### config.mk
export PLATFORM = sky130hd
export DESIGN_NAME = decode_stage_controller_flat
export DESIGN_NICKNAME = d
export VERILOG_FILES = /design/src/rtl/decode_stage_if.sv /design/src/rtl/decode_stage_controller.sv /design/src/flat_wrapper.sv
export SDC_FILE = /design/constraint.sdc
export NUM_CORES = 1
export LEC_CHECK = 0
export ABC_AREA = 1
export CAP_MARGIN = 20
export CORE_MARGIN = 1
export CORE_UTILIZATION = 42
export DETAILED_ROUTE_END_ITERATION = 12
export GPL_TIMING_DRIVEN = 0
export PLACE_DENSITY = 0.82
export SYNTH_ARGS = -nofsm -noshare
export SYNTH_HDL_FRONTEND = slang
export SYNTH_SLANG_ARGS = --single-unit
### constraint.sdc
create_clock -name clk_i -period 1.59 [get_ports clk_i]
set_input_delay 0.2385 -clock clk_i [delete_from_list [all_inputs] [get_ports clk_i]]
set_output_delay 0.2385 -clock clk_i [all_outputs]
set_load 0.01 [all_outputs]
### src/rtl/decode_stage_if.sv
// -----------------------------------------------------------------------------
// decode_stage_if
// Bundles the fetch-side inputs, the EX-side control inputs and the ID-stage
// outputs of the decode stage controller.
//
//   instr_in_i      fetch -> ID   instruction from fetch
//   pc_in_i         fetch -> ID   PC of instr_in_i
//   if_valid_i      fetch -> ID   instr_in_i is a real instruction
//   branch_taken_i  EX    -> ID   taken branch/jump resolved this cycle (flush)
//   ex_busy_i       EX    -> ID   EX cannot accept an instruction this cycle
//   instruction_o   ID    -> out  registered ID instruction
//   pc_out_o        ID    -> out  registered PC of instruction_o
//   immediate_sel_o ID    -> out  registered immediate select
//   id_valid_o      ID    -> out  ID register holds a live instruction
//   pc_stall_o      ID    -> out  hold PC and fetch output (combinational)
//   issue_valid_o   ID    -> out  ID/EX loads a live instruction this cycle
//   stall_count_o   ID    -> out  saturating count of pc_stall_o cycles
//
// master: the environment (fetch/EX side). slave: the controller.
// -----------------------------------------------------------------------------
interface decode_stage_if #(
    parameter int CNT_WIDTH = 16
);
    logic [31:0]          instr_in_i;
    logic [31:0]          pc_in_i;
    logic                 if_valid_i;
    logic                 branch_taken_i;
    logic                 ex_busy_i;
    logic [31:0]          instruction_o;
    logic [31:0]          pc_out_o;
    logic [2:0]           immediate_sel_o;
    logic                 id_valid_o;
    logic                 pc_stall_o;
    logic                 issue_valid_o;
    logic [CNT_WIDTH-1:0] stall_count_o;

    modport master (
        output instr_in_i,
        output pc_in_i,
        output if_valid_i,
        output branch_taken_i,
        output ex_busy_i,
        input  instruction_o,
        input  pc_out_o,
        input  immediate_sel_o,
        input  id_valid_o,
        input  pc_stall_o,
        input  issue_valid_o,
        input  stall_count_o
    );

    modport slave (
        input  instr_in_i,
        input  pc_in_i,
        input  if_valid_i,
        input  branch_taken_i,
        input  ex_busy_i,
        output instruction_o,
        output pc_out_o,
        output immediate_sel_o,
        output id_valid_o,
        output pc_stall_o,
        output issue_valid_o,
        output stall_count_o
    );
endinterface

### src/rtl/decode_stage_controller.sv
// -----------------------------------------------------------------------------
// decode_stage_controller
// Sequencer for the ID stage of an RV32IM pipeline. Owns the IF/ID register,
// decodes the opcode into the immediate-unit select, and stalls, bubbles or
// flushes the stage for load-use hazards, EX back-pressure and taken branches.
//
// Ports:
//   clk_i   clock, all state updates on the rising edge
//   rst_i   synchronous active-high reset
//   bus     decode_stage_if.slave (fetch inputs, EX control, ID outputs)
//
// State | meaning
// ------+---------------------------------------------------------------
// RUN   | normal advance
// LU    | cycle after a load-use bubble; hazard detection is masked so a
//       | single load can never produce more than one bubble
// HOLD  | EX back-pressure, ID register and EX tracking held
// -----------------------------------------------------------------------------
module decode_stage_controller #(
    parameter logic [31:0] PC_RESET  = 32'h0000_0000,
    parameter logic [31:0] NOP_INSTR = 32'h0000_0013,
    parameter int          CNT_WIDTH = 16
) (
    input logic           clk_i,
    input logic           rst_i,
    decode_stage_if.slave bus
);

    localparam logic [6:0] OP_LUI    = 7'b0110111;
    localparam logic [6:0] OP_AUIPC  = 7'b0010111;
    localparam logic [6:0] OP_JAL    = 7'b1101111;
    localparam logic [6:0] OP_IMM    = 7'b0010011;
    localparam logic [6:0] OP_LOAD   = 7'b0000011;
    localparam logic [6:0] OP_JALR   = 7'b1100111;
    localparam logic [6:0] OP_SYSTEM = 7'b1110011;
    localparam logic [6:0] OP_BRANCH = 7'b1100011;
    localparam logic [6:0] OP_STORE  = 7'b0100011;
    localparam logic [6:0] OP_REG    = 7'b0110011;

    localparam logic [2:0] SEL_U    = 3'b000;
    localparam logic [2:0] SEL_J    = 3'b001;
    localparam logic [2:0] SEL_I    = 3'b010;
    localparam logic [2:0] SEL_B    = 3'b011;
    localparam logic [2:0] SEL_S    = 3'b100;
    localparam logic [2:0] SEL_NONE = 3'b111;

    localparam logic [CNT_WIDTH-1:0] CNT_ONE = {{(CNT_WIDTH-1){1'b0}}, 1'b1};

    typedef enum logic [1:0] {
        ST_RUN  = 2'd0,
        ST_LU   = 2'd1,
        ST_HOLD = 2'd2
    } state_e;

    function automatic logic [2:0] imm_sel_f(input logic [6:0] opcode);
        logic [2:0] sel;
        case (opcode)
            OP_LUI, OP_AUIPC:                     sel = SEL_U;
            OP_JAL:                               sel = SEL_J;
            OP_IMM, OP_LOAD, OP_JALR, OP_SYSTEM:  sel = SEL_I;
            OP_BRANCH:                            sel = SEL_B;
            OP_STORE:                             sel = SEL_S;
            default:                              sel = SEL_NONE;
        endcase
        return sel;
    endfunction

    state_e               state_q;
    logic [31:0]          instr_q;
    logic [31:0]          pc_q;
    logic [2:0]           imm_sel_q;
    logic [2:0]           imm_sel_d;
    logic                 id_valid_q;
    logic                 ex_is_load_q;
    logic [4:0]           ex_rd_q;
    logic [CNT_WIDTH-1:0] stall_cnt_q;
    logic [CNT_WIDTH-1:0] stall_cnt_d;

    logic [6:0] id_opcode;
    logic [4:0] id_rs1;
    logic [4:0] id_rs2;
    logic       uses_rs1;
    logic       uses_rs2;
    logic       lu_hazard;
    logic       active;
    logic       flush;
    logic       back_pressure;
    logic       bubble;
    logic       pc_stall;
    logic       issue_valid;

    assign imm_sel_d = imm_sel_f(bus.instr_in_i[6:0]);

    assign id_opcode = instr_q[6:0];
    assign id_rs1    = instr_q[19:15];
    assign id_rs2    = instr_q[24:20];

    assign uses_rs1 = !((id_opcode == OP_LUI) || (id_opcode == OP_AUIPC) ||
                        (id_opcode == OP_JAL));
    assign uses_rs2 = (id_opcode == OP_REG) || (id_opcode == OP_STORE) ||
                      (id_opcode == OP_BRANCH);

    // x0 as a load destination never creates a dependency.
    assign lu_hazard = id_valid_q && ex_is_load_q && (ex_rd_q != 5'd0) &&
                       (state_q != ST_LU) &&
                       ((uses_rs1 && (id_rs1 == ex_rd_q)) ||
                        (uses_rs2 && (id_rs2 == ex_rd_q)));

    // Priority: reset > flush > back-pressure > load-use bubble > advance.
    assign active        = !rst_i;
    assign flush         = active && bus.branch_taken_i;
    assign back_pressure = active && !bus.branch_taken_i && bus.ex_busy_i;
    assign bubble        = active && !bus.branch_taken_i && !bus.ex_busy_i && lu_hazard;
    assign pc_stall      = back_pressure || bubble;
    assign issue_valid   = active && !flush && !back_pressure && !bubble && id_valid_q;

    assign stall_cnt_d = (&stall_cnt_q) ? stall_cnt_q : (stall_cnt_q + CNT_ONE);

    always_ff @(posedge clk_i) begin
        if (rst_i) begin
            state_q      <= ST_RUN;
            instr_q      <= NOP_INSTR;
            pc_q         <= PC_RESET;
            imm_sel_q    <= SEL_NONE;
            id_valid_q   <= 1'b0;
            ex_is_load_q <= 1'b0;
            ex_rd_q      <= 5'd0;
            stall_cnt_q  <= '0;
        end else begin
            if (pc_stall) begin
                stall_cnt_q <= stall_cnt_d;
            end

            if (flush) begin
                state_q      <= ST_RUN;
                instr_q      <= NOP_INSTR;
                imm_sel_q    <= SEL_NONE;
                id_valid_q   <= 1'b0;
                ex_is_load_q <= 1'b0;
            end else if (back_pressure) begin
                state_q <= ST_HOLD;
            end else if (bubble) begin
                // The bubble enters EX, so EX no longer holds the load.
                state_q      <= ST_LU;
                ex_is_load_q <= 1'b0;
            end else begin
                state_q      <= ST_RUN;
                instr_q      <= bus.instr_in_i;
                pc_q         <= bus.pc_in_i;
                imm_sel_q    <= imm_sel_d;
                id_valid_q   <= bus.if_valid_i;
                ex_is_load_q <= id_valid_q && (id_opcode == OP_LOAD);
                ex_rd_q      <= instr_q[11:7];
            end
        end
    end

    assign bus.instruction_o   = instr_q;
    assign bus.pc_out_o        = pc_q;
    assign bus.immediate_sel_o = imm_sel_q;
    assign bus.id_valid_o      = id_valid_q;
    assign bus.pc_stall_o      = pc_stall;
    assign bus.issue_valid_o   = issue_valid;
    assign bus.stall_count_o   = stall_cnt_q;

endmodule

### src/flat_wrapper.sv
// flat-port wrapper written by rule: the top's interface ports become plain ports
module decode_stage_controller_flat 
#(
    parameter logic [31:0] PC_RESET  = 32'h0000_0000,
    parameter logic [31:0] NOP_INSTR = 32'h0000_0013,
    parameter int          CNT_WIDTH = 16
)
  (clk_i, rst_i, bus_instr_in_i, bus_pc_in_i, bus_if_valid_i, bus_branch_taken_i, bus_ex_busy_i, bus_instruction_o, bus_pc_out_o, bus_immediate_sel_o, bus_id_valid_o, bus_pc_stall_o, bus_issue_valid_o, bus_stall_count_o);
  decode_stage_if #(.CNT_WIDTH(CNT_WIDTH)) bus_i ();
  input logic clk_i;
  input logic rst_i;
  input wire logic [$bits(bus_i.instr_in_i)-1:0] bus_instr_in_i;
  input wire logic [$bits(bus_i.pc_in_i)-1:0] bus_pc_in_i;
  input wire logic [$bits(bus_i.if_valid_i)-1:0] bus_if_valid_i;
  input wire logic [$bits(bus_i.branch_taken_i)-1:0] bus_branch_taken_i;
  input wire logic [$bits(bus_i.ex_busy_i)-1:0] bus_ex_busy_i;
  output wire logic [$bits(bus_i.instruction_o)-1:0] bus_instruction_o;
  output wire logic [$bits(bus_i.pc_out_o)-1:0] bus_pc_out_o;
  output wire logic [$bits(bus_i.immediate_sel_o)-1:0] bus_immediate_sel_o;
  output wire logic [$bits(bus_i.id_valid_o)-1:0] bus_id_valid_o;
  output wire logic [$bits(bus_i.pc_stall_o)-1:0] bus_pc_stall_o;
  output wire logic [$bits(bus_i.issue_valid_o)-1:0] bus_issue_valid_o;
  output wire logic [$bits(bus_i.stall_count_o)-1:0] bus_stall_count_o;
  assign bus_i.instr_in_i = bus_instr_in_i;
  assign bus_i.pc_in_i = bus_pc_in_i;
  assign bus_i.if_valid_i = bus_if_valid_i;
  assign bus_i.branch_taken_i = bus_branch_taken_i;
  assign bus_i.ex_busy_i = bus_ex_busy_i;
  assign bus_instruction_o = bus_i.instruction_o;
  assign bus_pc_out_o = bus_i.pc_out_o;
  assign bus_immediate_sel_o = bus_i.immediate_sel_o;
  assign bus_id_valid_o = bus_i.id_valid_o;
  assign bus_pc_stall_o = bus_i.pc_stall_o;
  assign bus_issue_valid_o = bus_i.issue_valid_o;
  assign bus_stall_count_o = bus_i.stall_count_o;
  decode_stage_controller #(.PC_RESET(PC_RESET), .NOP_INSTR(NOP_INSTR), .CNT_WIDTH(CNT_WIDTH)) u_core (.clk_i(clk_i), .rst_i(rst_i), .bus(bus_i));
endmodule
==> metrics <==
result of the run=finished, violations left; violated checks=setup timing; Total Die Area=0.0118 sq mm; sequential area share after synthesis=38.5%; cell chain of the critical path=buf_4, nand3_1, nor2_1, nand2_1, nand2_1, inv_2, nand2_4, nand2_4, nand2_8, buf_12, buf_12, inv_6, nor2_4, buf_6; worst supply voltage drop on vdd=0.000554 V; non-filler cells, final=906; area of the core=0.0110 sq mm; total track usage=24.3%; H-tree depth=3; number of nets in the layout=831; final setup skew=0.0108 ns; effective utilization at floorplan=43.6%; synth top area cells=dfxtp_1 (38%), nand3_2 (14%), a21oi_2 (12%); number of storage elements in the synthesis netlist=92; top cell types by occurrence after synthesis=nand2_1 (129), dfxtp_1 (92), nand3_2 (69), a21oi_2 (64), nand3_1 (39); Sw Pwr=1.53 mW; count of TritonRoute iterations in the first routing pass=6; pin count of the biggest net entering global routing=15; largest fanout on the critical path=2; power density of the placed cells=756 mW/mm^2; number of synthesized flops with an enable pin=0; CTS clk-pin slew, worst paths=0.07 ns; share of total power consumed by net switching=25.7%; CTS tree=built; number of diodes=0; initial antenna violation count=0; clock root buffer=clkbuf_16; Mapped Avg Cell Area=8.57 sq um; synthesized cell area=0.00479 sq mm; wire length of the first global-routing pass=22300 microns; max-cap check violation count=0; maximum frequency from static timing analysis=464 MHz; required time of the worst setup path=1.35 ns; worst setup margin=-0.566 ns; slack of the worst reg-to-reg path=-0.53 ns; number of buffer cells added on primary ports=154; post-detailed-placement half-perimeter wirelength=9660 microns; Worst Max-Slew Pin Slew=0.852 ns; Post-synth top flop=dfxtp_1; share of the clock period used by the worst path=136%; clock network latency to the later pin of the worst-skew pair=0.33 ns; class of the tightest hold or removal check=flip-flop to flip-flop; arrival time of data at the critical path endpoint=1.92 ns; remaining global-route overflow=0; clock power share=38.9%; mean number of vias per cell=5.23; initial drt markers=198; Critical-path top delay cell=dfxtp_2; Worst Path Class, Setup=flip-flop to primary output; number of nets produced by synthesis=629; number of slew-limit violations in the final report=0; Die W=109 microns; leakage component of the power=3.36 nW; vias in the first global route=4589; overall routed net length=15800 microns; kind of start point of the critical path=flip-flop; area leader, netlist=dfxtp_1; element type at the critical path end=primary output; number of distinct library cells after synthesis=33; number of failing hold endpoints at the final stage=0; fraction of layout cells with a size suffix above 1=44.4%; count of final setup violators=92; unrepaired setup endpoints after global routing=yes; Yosys top cell area share=38.5%; Routability Congestion=0.870; most common cell in the synthesized netlist=nand2_1; overall via count from detail_route=4738; warning count from the yosys run=0; fin crit period=2.16 ns; synth-to-layout area growth=64.8%; relative contribution of sequential cells to total power=41.8%; routed wire length per instance=17.5 microns; Max transition margin=43.2%; Clock Path Buffers=2; final core occ=71.9%; cells after synthesis=559; Int Pwr=4.44 mW; Inserted Clock Buffers=9; post-placement cell count=853; Comb pwr share=19.4%; stage delay of the slowest cell on the critical path=0.34 ns; number of core rows=38; Async SR Flop Fraction=0%; I/O Pins=155; hold buffers post-CTS=0; die boundary height=109 microns; number of remaining DRC errors=0; post-detailed-route count of antenna-violating nets=0; TritonCTS Sinks=92
cell families after synthesis:
kind of cell	count (synthesis)	synth area share, %
xor gates and xnor gates	6	1.10
adders and majority gates	1	0.261
buffers and inverters	74	9.93
and+or+nand+nor	296	35.7
DFF	92	38.5
AOI/OAI and AO/OA	90	14.6
critical path, delay by kind of cell, from the launching register on:
kind / cells / cell delay, ns
buf+inv: 6 / 0.50
flops: 1 / 0.34
simple gates: 8 / 0.72
area by class of cell:
type / count / area (sq um)
flip-flops and latches: 92 / 1890
clock buffers: 12 / 246
clock inverters: 4 / 72.6
well taps: 140 / 175
fillers: 782 / 3090
inverters: 40 / 160
plain buffers: 33 / 372
repair buffers: 191 / 2090
multi-input cells: 394 / 2890
power by group through the flow:
stage	Clock, mW	Combinational, mW	Sequential, mW
2_1_floorplan	0	0.428	2.55
3_3_place_gp	0	0.904	2.52
3_5_place_dp	0	0.929	2.52
4_1_cts	2.33	1.05	2.47
5_1_grt	2.47	1.22	2.50
6_report	2.32	1.15	2.49
flip-flops by register name, indices dropped and copies added (netlist names):
register and cells:
u_core.bus.instruction_o 32, u_core.ex_rd_q 5, u_core.bus.pc_out_o 32, u_core.ex_is_load_q 1
u_core.bus.id_valid_o 1, u_core.bus.stall_count_o 16, u_core.bus.immediate_sel_o 3, u_core.state_q 2
cell usage in the layout (no fill, tap or decap), drive strengths merged:
| master | n |
|---|---|
| clkbuf | 21 |
| xor2 | 2 |
| clkinv | 1 |
| nand3b | 1 |
| and3 | 1 |
| clkdlybuf4s50 | 145 |
| nand3 | 108 |
| nand2 | 136 |
| nor3 | 5 |
| and3b | 1 |
| bufinv | 2 |
| clkinvlp | 1 |
| dlymetal6s2s | 4 |
| o211ai | 1 |
| a21oi | 85 |
| nor2 | 40 |
| buf | 62 |
| o21ai | 4 |
| ha | 1 |
| bufbuf | 1 |
| dlygate4sd2 | 3 |
| inv | 40 |
| xnor2 | 4 |
| nand4 | 5 |
| dfxtp | 92 |
final timing paths:
check,start,cells past startpoint,to
max,u_core.bus.instruction_o[1]$_SDFFE_PP1P_,14,bus_issue_valid_o
min,u_core.bus.pc_out_o[15]$_SDFFE_PP0P_,2,u_core.bus.pc_out_o[15]$_SDFFE_PP0P_
min reg2reg,u_core.bus.pc_out_o[15]$_SDFFE_PP0P_,2,u_core.bus.pc_out_o[15]$_SDFFE_PP0P_
max reg2reg,u_core.bus.instruction_o[1]$_SDFFE_PP1P_,17,u_core.bus.instruction_o[5]$_SDFFE_PP0P_
what timing repair did:
action / CTS / global route
setup buffers: 18 / 9
gates cloned: 9 / 2
resized for setup: 55 / 150
pin swaps: 6 / 31
setup endpoints to repair: 93 / 100
layer usage:
layer / GRT usage (%) / wire [microns] / vias to the layer above / part of all wire (%)
met5: 0 / 0 / - / 0
met1: 28.4 / 6110 / 2274 / 39
met4: 9.85 / 469 / 0 / 3.0
met2: 42.7 / 8200 / 182 / 52
li1: - / - / 2248 / -
met3: 5.44 / 1050 / 34 / 6.6
stage by stage:
stage               area [sq um]  setup TNS (ns)  hold WS [ns]  power [mW]  setup WS, ns
global placement            6520          -48.36         0.445        3.43         -1.07
finish                      7890          -37.01         0.462        5.97        -0.566
global route                7890          -42.56         0.481        6.19        -0.620
floorplan                   4800               0         0.359        2.98       0.00699
CTS                         7300          -20.47         0.456        5.85        -0.437
detailed placement          6520          -51.44         0.448        3.45         -1.08
No activity file was read; power rests on OpenSTA's default activity.
